[config.mk]
export PLATFORM = sky130hd
export DESIGN_NAME = apu_pwm_dac
export DESIGN_NICKNAME = d
export VERILOG_FILES = /design/src/rtl/apu_audio_pkg.sv /design/src/rtl/pwm_counter.sv /design/src/rtl/apu_pwm_dac.sv
export SDC_FILE = /design/constraint.sdc
export NUM_CORES = 1
export LEC_CHECK = 0
export ABC_AREA = 1
export ABC_CLOCK_PERIOD_IN_PS = 3500
export CAP_MARGIN = 20
export CORE_MARGIN = 10
export CORE_UTILIZATION = 40
export DETAILED_ROUTE_END_ITERATION = 6
export SLEW_MARGIN = 20
export SYNTH_ARGS = -nofsm -noshare
export SYNTH_HDL_FRONTEND = slang
export SYNTH_SLANG_ARGS = --single-unit
[constraint.sdc]
create_clock -name i_clk -period 3.5 [get_ports i_clk]
set_input_delay 0.875 -clock i_clk [delete_from_list [all_inputs] [get_ports i_clk]]
set_output_delay 0.875 -clock i_clk [all_outputs]
set_load 0.05 [all_outputs]
[src/rtl/apu_audio_pkg.sv]
// Shared audio constants for the APU channel blocks and the PWM output stage.
package apu_audio_pkg;

  localparam int AUDIO_SAMPLE_WIDTH = 9;

endpackage

[src/rtl/pwm_counter.sv]
// Free-running PWM period counter and duty compare; flags the wrap cycle to the parent.
module pwm_counter
  import apu_audio_pkg::*;
#(
  parameter int WIDTH = AUDIO_SAMPLE_WIDTH
) (
  input  logic             i_clk,
  input  logic             i_rst_n,
  input  logic [WIDTH-1:0] i_duty,
  output logic             o_wrap,
  output logic             o_period_stb,
  output logic             o_pwm
);

  logic [WIDTH-1:0] cnt_q;

  // High in the last cycle of a period: the next edge takes the counter to 0.
  assign o_wrap = (cnt_q == '1);

  always_ff @(posedge i_clk or negedge i_rst_n) begin
    if (!i_rst_n) begin
      cnt_q        <= '0;
      o_period_stb <= 1'b0;
      o_pwm        <= 1'b0;
    end else begin
      cnt_q        <= cnt_q + 1'b1;
      o_period_stb <= o_wrap;
      o_pwm        <= (cnt_q < i_duty);
    end
  end

endmodule

[src/rtl/apu_pwm_dac.sv]
// APU PWM DAC: one-entry sample holder feeding a period-aligned duty register and PWM counter.
module apu_pwm_dac
  import apu_audio_pkg::*;
#(
  parameter int SAMPLE_WIDTH = AUDIO_SAMPLE_WIDTH
) (
  input  logic                    i_clk,
  input  logic                    i_rst_n,
  input  logic [SAMPLE_WIDTH-1:0] i_sample,
  input  logic                    i_sample_valid,
  output logic                    o_sample_ready,
  output logic                    o_pwm,
  output logic                    o_period_stb,
  output logic                    o_underrun
);

  // Handshake: a sample transfers on a rising edge where i_sample_valid and
  // o_sample_ready are both high; o_sample_ready is a pure register output.
  logic [SAMPLE_WIDTH-1:0] hold_q;
  logic [SAMPLE_WIDTH-1:0] duty_q;
  logic                    full_q;
  logic                    full_d;
  logic                    ready_q;
  logic                    underrun_q;
  logic                    accept;
  logic                    wrap;

  assign accept = i_sample_valid & ready_q;

  // An acceptance on a wrap edge with an empty holder refills it after the wrap.
  always_comb begin
    full_d = full_q;
    if (wrap)   full_d = 1'b0;
    if (accept) full_d = 1'b1;
  end

  always_ff @(posedge i_clk or negedge i_rst_n) begin
    if (!i_rst_n) begin
      hold_q     <= '0;
      duty_q     <= '0;
      full_q     <= 1'b0;
      ready_q    <= 1'b0;
      underrun_q <= 1'b0;
    end else begin
      if (accept)          hold_q <= i_sample;
      if (wrap && full_q)  duty_q <= hold_q;
      full_q     <= full_d;
      ready_q    <= ~full_d;
      underrun_q <= wrap & ~full_q;
    end
  end

  pwm_counter #(
    .WIDTH (SAMPLE_WIDTH)
  ) u_pwm_counter (
    .i_clk        (i_clk),
    .i_rst_n      (i_rst_n),
    .i_duty       (duty_q),
    .o_wrap       (wrap),
    .o_period_stb (o_period_stb),
    .o_pwm        (o_pwm)
  );

  assign o_sample_ready = ready_q;
  assign o_underrun     = underrun_q;

endmodule

### Word level (Yosys, flattened, before mapping)

Cells that the tools add are included.

| operators by class | value |
|---|---|
| order comparisons | 1 |
| reduce and logical (&&, ||, !) cells | 1 |
| bitwise gates (word level) | 4 |
| add/sub/neg operators | 1 |
| equal/unequal tests | 1 |
| multiplexer cells | 2 |

Operators by type and width:

| cell | count |
|---|---|
| adder 9 x 1 -> 9 bit (second input constant) | 1 |
| == test 9 bit (second input constant) | 1 |
| less-than comparator 9 bit | 1 |
| AND 1 bit | 2 |
| two-way mux 1 bit | 2 |
| inverter 1 bit | 2 |
| logical AND 1 bit | 1 |

| storage, ports and cells | value |
|---|---|
| input bits | 12 |
| register bits after elaboration | 32 |
| output and inout port bits | 4 |
| word-level logic and storage cells | 18 |

### Logic depth before layout (Yosys ltp)

| depth | value |
|---|---|
| depth after elaboration | 4 |
| gate-level depth with buffers | 10 |
| gate-level depth less buffers | 10 |

### Hierarchy

From an unflattened synthesis, not the netlist that was laid out.

| second synthesis, totals | value |
|---|---|
| cell total of the unflattened synthesis | 166 |
| area total of the unflattened synthesis | 1511.4 µm² |

By module, submodules not included:

| module | seq. area each (µm²) | cells an instance | area an instance (µm²) | times used |
|---|---|---|---|---|
| apu_pwm_dac | 525.5 | 89 | 842.1 | 1 |
| pwm_counter | 275.3 | 77 | 669.4 | 1 |

### Least setup slack after synthesis

Ideal clock, no wire load.

| timing | value |
|---|---|
| path kind | register -> register |
| from | register u_pwm_counter.cnt_q[0] |
| to | register duty_q[0] |
| cell stages (with the launch flop) | 9 |
| data arrival time | 1.526 ns |
| clock period less this slack | 1.651 ns |
| setup time | 0.125 ns |
| data required time | 3.375 ns |
| path slack | 1.849 ns |
| path through | dfrtp_1 ha_1 nand3_2 nor2_2 nand2_2 nor3_2 ha_1 nand2_2 mux2_4 |

| on the way | value |
|---|---|
| longest elaborated chain between the ends | 2 |

Ends and longest elaborated chain:

| item | line | text |
|---|---|---|
| start: declaration | pwm_counter.sv:15 | `logic [WIDTH-1:0] cnt_q;` |
| start signal: assignment | pwm_counter.sv:26 | `cnt_q <= cnt_q + 1'b1;` |
| == test 9 bit | pwm_counter.sv:18 | `assign o_wrap = (cnt_q == '1);` |
| net u_pwm_counter.o_wrap | pwm_counter.sv:10 | `output logic o_wrap,` |
| logical AND 1 bit | apu_pwm_dac.sv:46 | `if (wrap && full_q) duty_q <= hold_q;` |
| end signal: assignment | apu_pwm_dac.sv:46 |  |
| end: declaration | apu_pwm_dac.sv:20 | `logic [SAMPLE_WIDTH-1:0] duty_q;` |

The timed path passes the listed nets, and every way through them passes these cells.
A chain may end at the register's enable or synchronous reset.

### Worst setup path in the final report

| timing | value |
|---|---|
| from | register ready_q, in the netlist o_sample_ready |
| to | output port o_sample_ready |

RTL lines:

| item | line | text |
|---|---|---|
| start: declaration | apu_pwm_dac.sv:23 | `logic ready_q;` |
| start signal: assignment | apu_pwm_dac.sv:48 | `ready_q <= ~full_d;` |
| end: declaration | apu_pwm_dac.sv:11 | `output logic o_sample_ready,` |

No word-level cell between the ends.

==> results.sh <==
export IMPL_setup_slack_reg_to_reg_ns=1.50
export IMPL_crit_required_ns=2.62
export IMPL_clkLatencyLatePin_ns=0.28
export IMPL_yosys_area_top_type="sky130_fd_sc_hd__dfrtp_1"
export IMPL_crit_arrival_ns=1.46
export IMPL_largest_delay_share_family_worst_path="buffers and inverters"
export IMPL_grt_util_met3=0.0464
export IMPL_synth_simple_gate_area_share=0.152
export IMPL_globalplace_congestion=0.718
export IMPL_p_sw_frac=0.212
export IMPL_routed_via_count=952
export IMPL_worst_slew_pin_transition_ns=0.497
export IMPL_final_design_area_no_fill_um2=1770
export IMPL_p_per_area_nw_per_um2=387
export IMPL_post_synth_cell_area_avg_um2=9.85
export IMPL_placementRows=22
export IMPL_ctsResizeCount=0
export IMPL_path_cells="clkdlybuf4s50_1"
export IMPL_synth_compound_gate_area_share=0.0847
export IMPL_grt_start_max_net_pins=33
export IMPL_synth_mux_area_frac=0.0178
export IMPL_yosys_warnings=0
export IMPL_cts_sinks=32
export IMPL_clock_skew_final_ns=0.00673
export IMPL_tritoncts_num_buffers=5
export IMPL_drt_pre_antenna_iters=4
export IMPL_multiInputGateArea_um2=546
export IMPL_area_growth_pct=19.8
export IMPL_post_cts_setup_buffers=0
export IMPL_routed_via_density=4.33
export IMPL_finalSetupViolations=0
export IMPL_via_count_of_the_first_global_routing_pass=966
export IMPL_maxSlewHeadroom=0.668
export IMPL_tritoncts_clock_tree="yes"
export IMPL_fillerInstances=353
export IMPL_dp_hpwl_mm=1.79
export IMPL_combinational_family_with_the_most_area_after_synthesis="simple AND/OR/NAND/NOR gates"
export IMPL_synthesized_netlist_cell_count=150
export IMPL_share_seq_of_total_power=0.540
export IMPL_cell_int_power_mw=0.540
export IMPL_post_route_cells_drive_above_1_share=0.157
export IMPL_max_cap_check_violation_count=0
export IMPL_post_syn_nets=172
export IMPL_die_width_um=80.8
export IMPL_post_route_min_period_ns=2.34
export IMPL_cell_types_occupying_the_most_area_after_synthesis="sky130_fd_sc_hd__dfrtp_1 54%, sky130_fd_sc_hd__ha_1 8.5%, sky130_fd_sc_hd__inv_1 7.4%"
export IMPL_first_pass_grt_wire_length_mm=4.09
export IMPL_critical_path_n_buffers_inverters=1
export IMPL_avgRoutedWirePerCell_um=10.3
export IMPL_antenna_violations_before_repair=0
export IMPL_busiest_layer="met2"
export IMPL_port_buffers=15
export IMPL_drc_errors=0
export IMPL_logic_pwr_share=0.029
export IMPL_p_leak_nw=0.883
export IMPL_first_iter_violations=59
export IMPL_async_reset_ff_frac=1.00
export IMPL_root_driver="sky130_fd_sc_hd__clkbuf_8"
export IMPL_number_of_buffers_on_the_longest_clock_path=2
export IMPL_dpl_cell_area_um2=1670
export IMPL_sequential_area_share_after_synthesis=0.542
export IMPL_hold_buffers=0
export IMPL_grt_remaining_overflow=0
export IMPL_post_synth_xor_area_fraction=0.0296
export IMPL_yosysMostFrequentCell="sky130_fd_sc_hd__dfrtp_1"
export IMPL_fp_dieArea_um2=6530
export IMPL_cp_peak_stage_delay_ns=0.81
export IMPL_min_delay_path_class="reg2reg"
export IMPL_timing_worst_setup_path_type="reg2out"
export IMPL_report_final_hold_viol_count=0
export IMPL_synth_common_cells="32 x sky130_fd_sc_hd__dfrtp_1, 29 x sky130_fd_sc_hd__inv_1, 28 x sky130_fd_sc_hd__nand2_1"
export IMPL_critical_path_max_fanout=2
export IMPL_detail_route_antenna_nets=0
export IMPL_worstSetupStartpointType="register"
export IMPL_portion_of_total_power_attributed_to_the_clock_network=0.431
export IMPL_slew_violations=0
export IMPL_fraction_of_post_synthesis_cell_area_in_the_top_cell_type_by_area=0.542
export IMPL_run_status="complete, no violations"
export IMPL_ff_latch_area_um2=801
export IMPL_clock_tree_htree_level_count=2
export IMPL_core_area_um2=3610
export IMPL_yosys_most_used_dff="sky130_fd_sc_hd__dfrtp_1"
export IMPL_synth_edf_count=0
export IMPL_global_route_usage_met1=0.0943
export IMPL_boundaryPins=16
export IMPL_total_switching_power_mw=0.145
export IMPL_routed_wirelength_mm=2.28
export IMPL_clk_pin_slew_ns=0.07
export IMPL_grtUsageTotal=0.0804
export IMPL_timing_final_crit_share=0.668
export IMPL_synthAdderAreaFrac=0.0847
export IMPL_timing_critical_path_slowest_stage_cell="sky130_fd_sc_hd__clkdlybuf4s50_1"
export IMPL_totalPowerFinal_mw=0.685
export IMPL_mappedNetlistArea_um2=1480
export IMPL_use_met2=0.117
export IMPL_initial_core_util=0.410
export IMPL_netlist_cell_type_count=17
export IMPL_diodes=0
export IMPL_die_h_um=80.8
export IMPL_worstSetupEndpointType="primary output"
export IMPL_max_vdd_ir_drop_v=0.000293
export IMPL_totalNegativeSetupSlack_ns=0
export IMPL_setup_repair_after_global_routing_missed_its_margin="false"
export IMPL_clock_fmax_ghz=0.428
export IMPL_nNetsFinal=193
export IMPL_postSynthRegisterBits=32
[power groups by stage]
stage / combinational, mW / clock, mW / sequential, mW
after floorplan: 0.0000618 / 0 / 0.377
after global placement: 0.0200 / 0 / 0.377
after detailed placement: 0.0205 / 0 / 0.377
after CTS: 0.0206 / 0.306 / 0.370
after global routing: 0.0221 / 0.326 / 0.369
final: 0.0198 / 0.296 / 0.370
[through the flow]
stage	worst slack, ns	utilization	hold WS [ns]	std cells
detailed placement	1.46	0.464	0.459	212
finish	1.16	0.491	0.467	220
floorplan	1.85	-	0.441	150
global placement	1.47	0.464	0.454	212
global route	1.10	0.491	0.489	220
CTS	1.14	0.491	0.471	220
[cells in the final DEF (no fill, tap or decap)]
master,instances
sky130_fd_sc_hd__nand2_2,3
sky130_fd_sc_hd__buf_4,1
sky130_fd_sc_hd__xnor2_1,1
sky130_fd_sc_hd__clkinvlp_4,2
sky130_fd_sc_hd__a21oi_1,11
sky130_fd_sc_hd__clkdlybuf4s50_1,15
sky130_fd_sc_hd__nor2_1,13
sky130_fd_sc_hd__nand3_2,2
sky130_fd_sc_hd__clkbuf_8,6
sky130_fd_sc_hd__nor2_2,2
sky130_fd_sc_hd__xor2_1,4
sky130_fd_sc_hd__dfrtp_1,32
sky130_fd_sc_hd__ha_1,10
sky130_fd_sc_hd__nand2_1,28
sky130_fd_sc_hd__mux2_4,1
sky130_fd_sc_hd__inv_1,29
sky130_fd_sc_hd__o21ai_2,8
sky130_fd_sc_hd__nand3_1,2
sky130_fd_sc_hd__mux2_2,1
sky130_fd_sc_hd__nor3_2,1
[flip-flops by register name, indices dropped and copies added, names as in the netlist]
| register | cells |
|---|---|
| hold_q | 9 |
| o_sample_ready | 1 |
| full_q | 1 |
| duty_q | 9 |
| o_underrun | 1 |
| u_pwm_counter.o_pwm | 1 |
| u_pwm_counter.cnt_q | 9 |
| u_pwm_counter.o_period_stb | 1 |
[metal layers]
layer  share of wire  wire length, um
met5               0                0
met4           0.021               48
met3           0.066              150
met2            0.43              985
met1            0.48             1090
[final cells by class]
cell class | instances | share of cell area
clock buffers | 6 | 0.0466
clock inverters | 2 | 0.00848
inverters | 29 | 0.0615
multi-input cells | 87 | 0.308
flip-flops and latches | 32 | 0.452
well taps | 48 | 0.0339
repair buffers | 16 | 0.0890
[logic make-up after synthesis]
group                    after synthesis
buffers and inverters                 31
adder cells (fa/ha/maj)               10
flip-flops                            32
multiplexers                           2
AND/OR/NAND/NOR                       51
XOR/XNOR                               5
AO/OA/AOI/OAI                         19
[worst paths after layout]
path,from,to,depth (start not counted)
max,o_sample_ready$_DFF_PN0_,o_sample_ready,1
min,full_q$_DFF_PN0_,o_underrun$_DFF_PN0_,1
max reg2reg,u_pwm_counter.cnt_q[0]$_DFF_PN0_,duty_q[0]$_DFFE_PN0P_,8
min reg2reg,full_q$_DFF_PN0_,o_underrun$_DFF_PN0_,1
max in group asynchronous,i_rst_n,u_pwm_counter.cnt_q[4]$_DFF_PN0_,2
min in group asynchronous,i_rst_n,u_pwm_counter.cnt_q[7]$_DFF_PN0_,2
(Power assumes the default switching activity.)
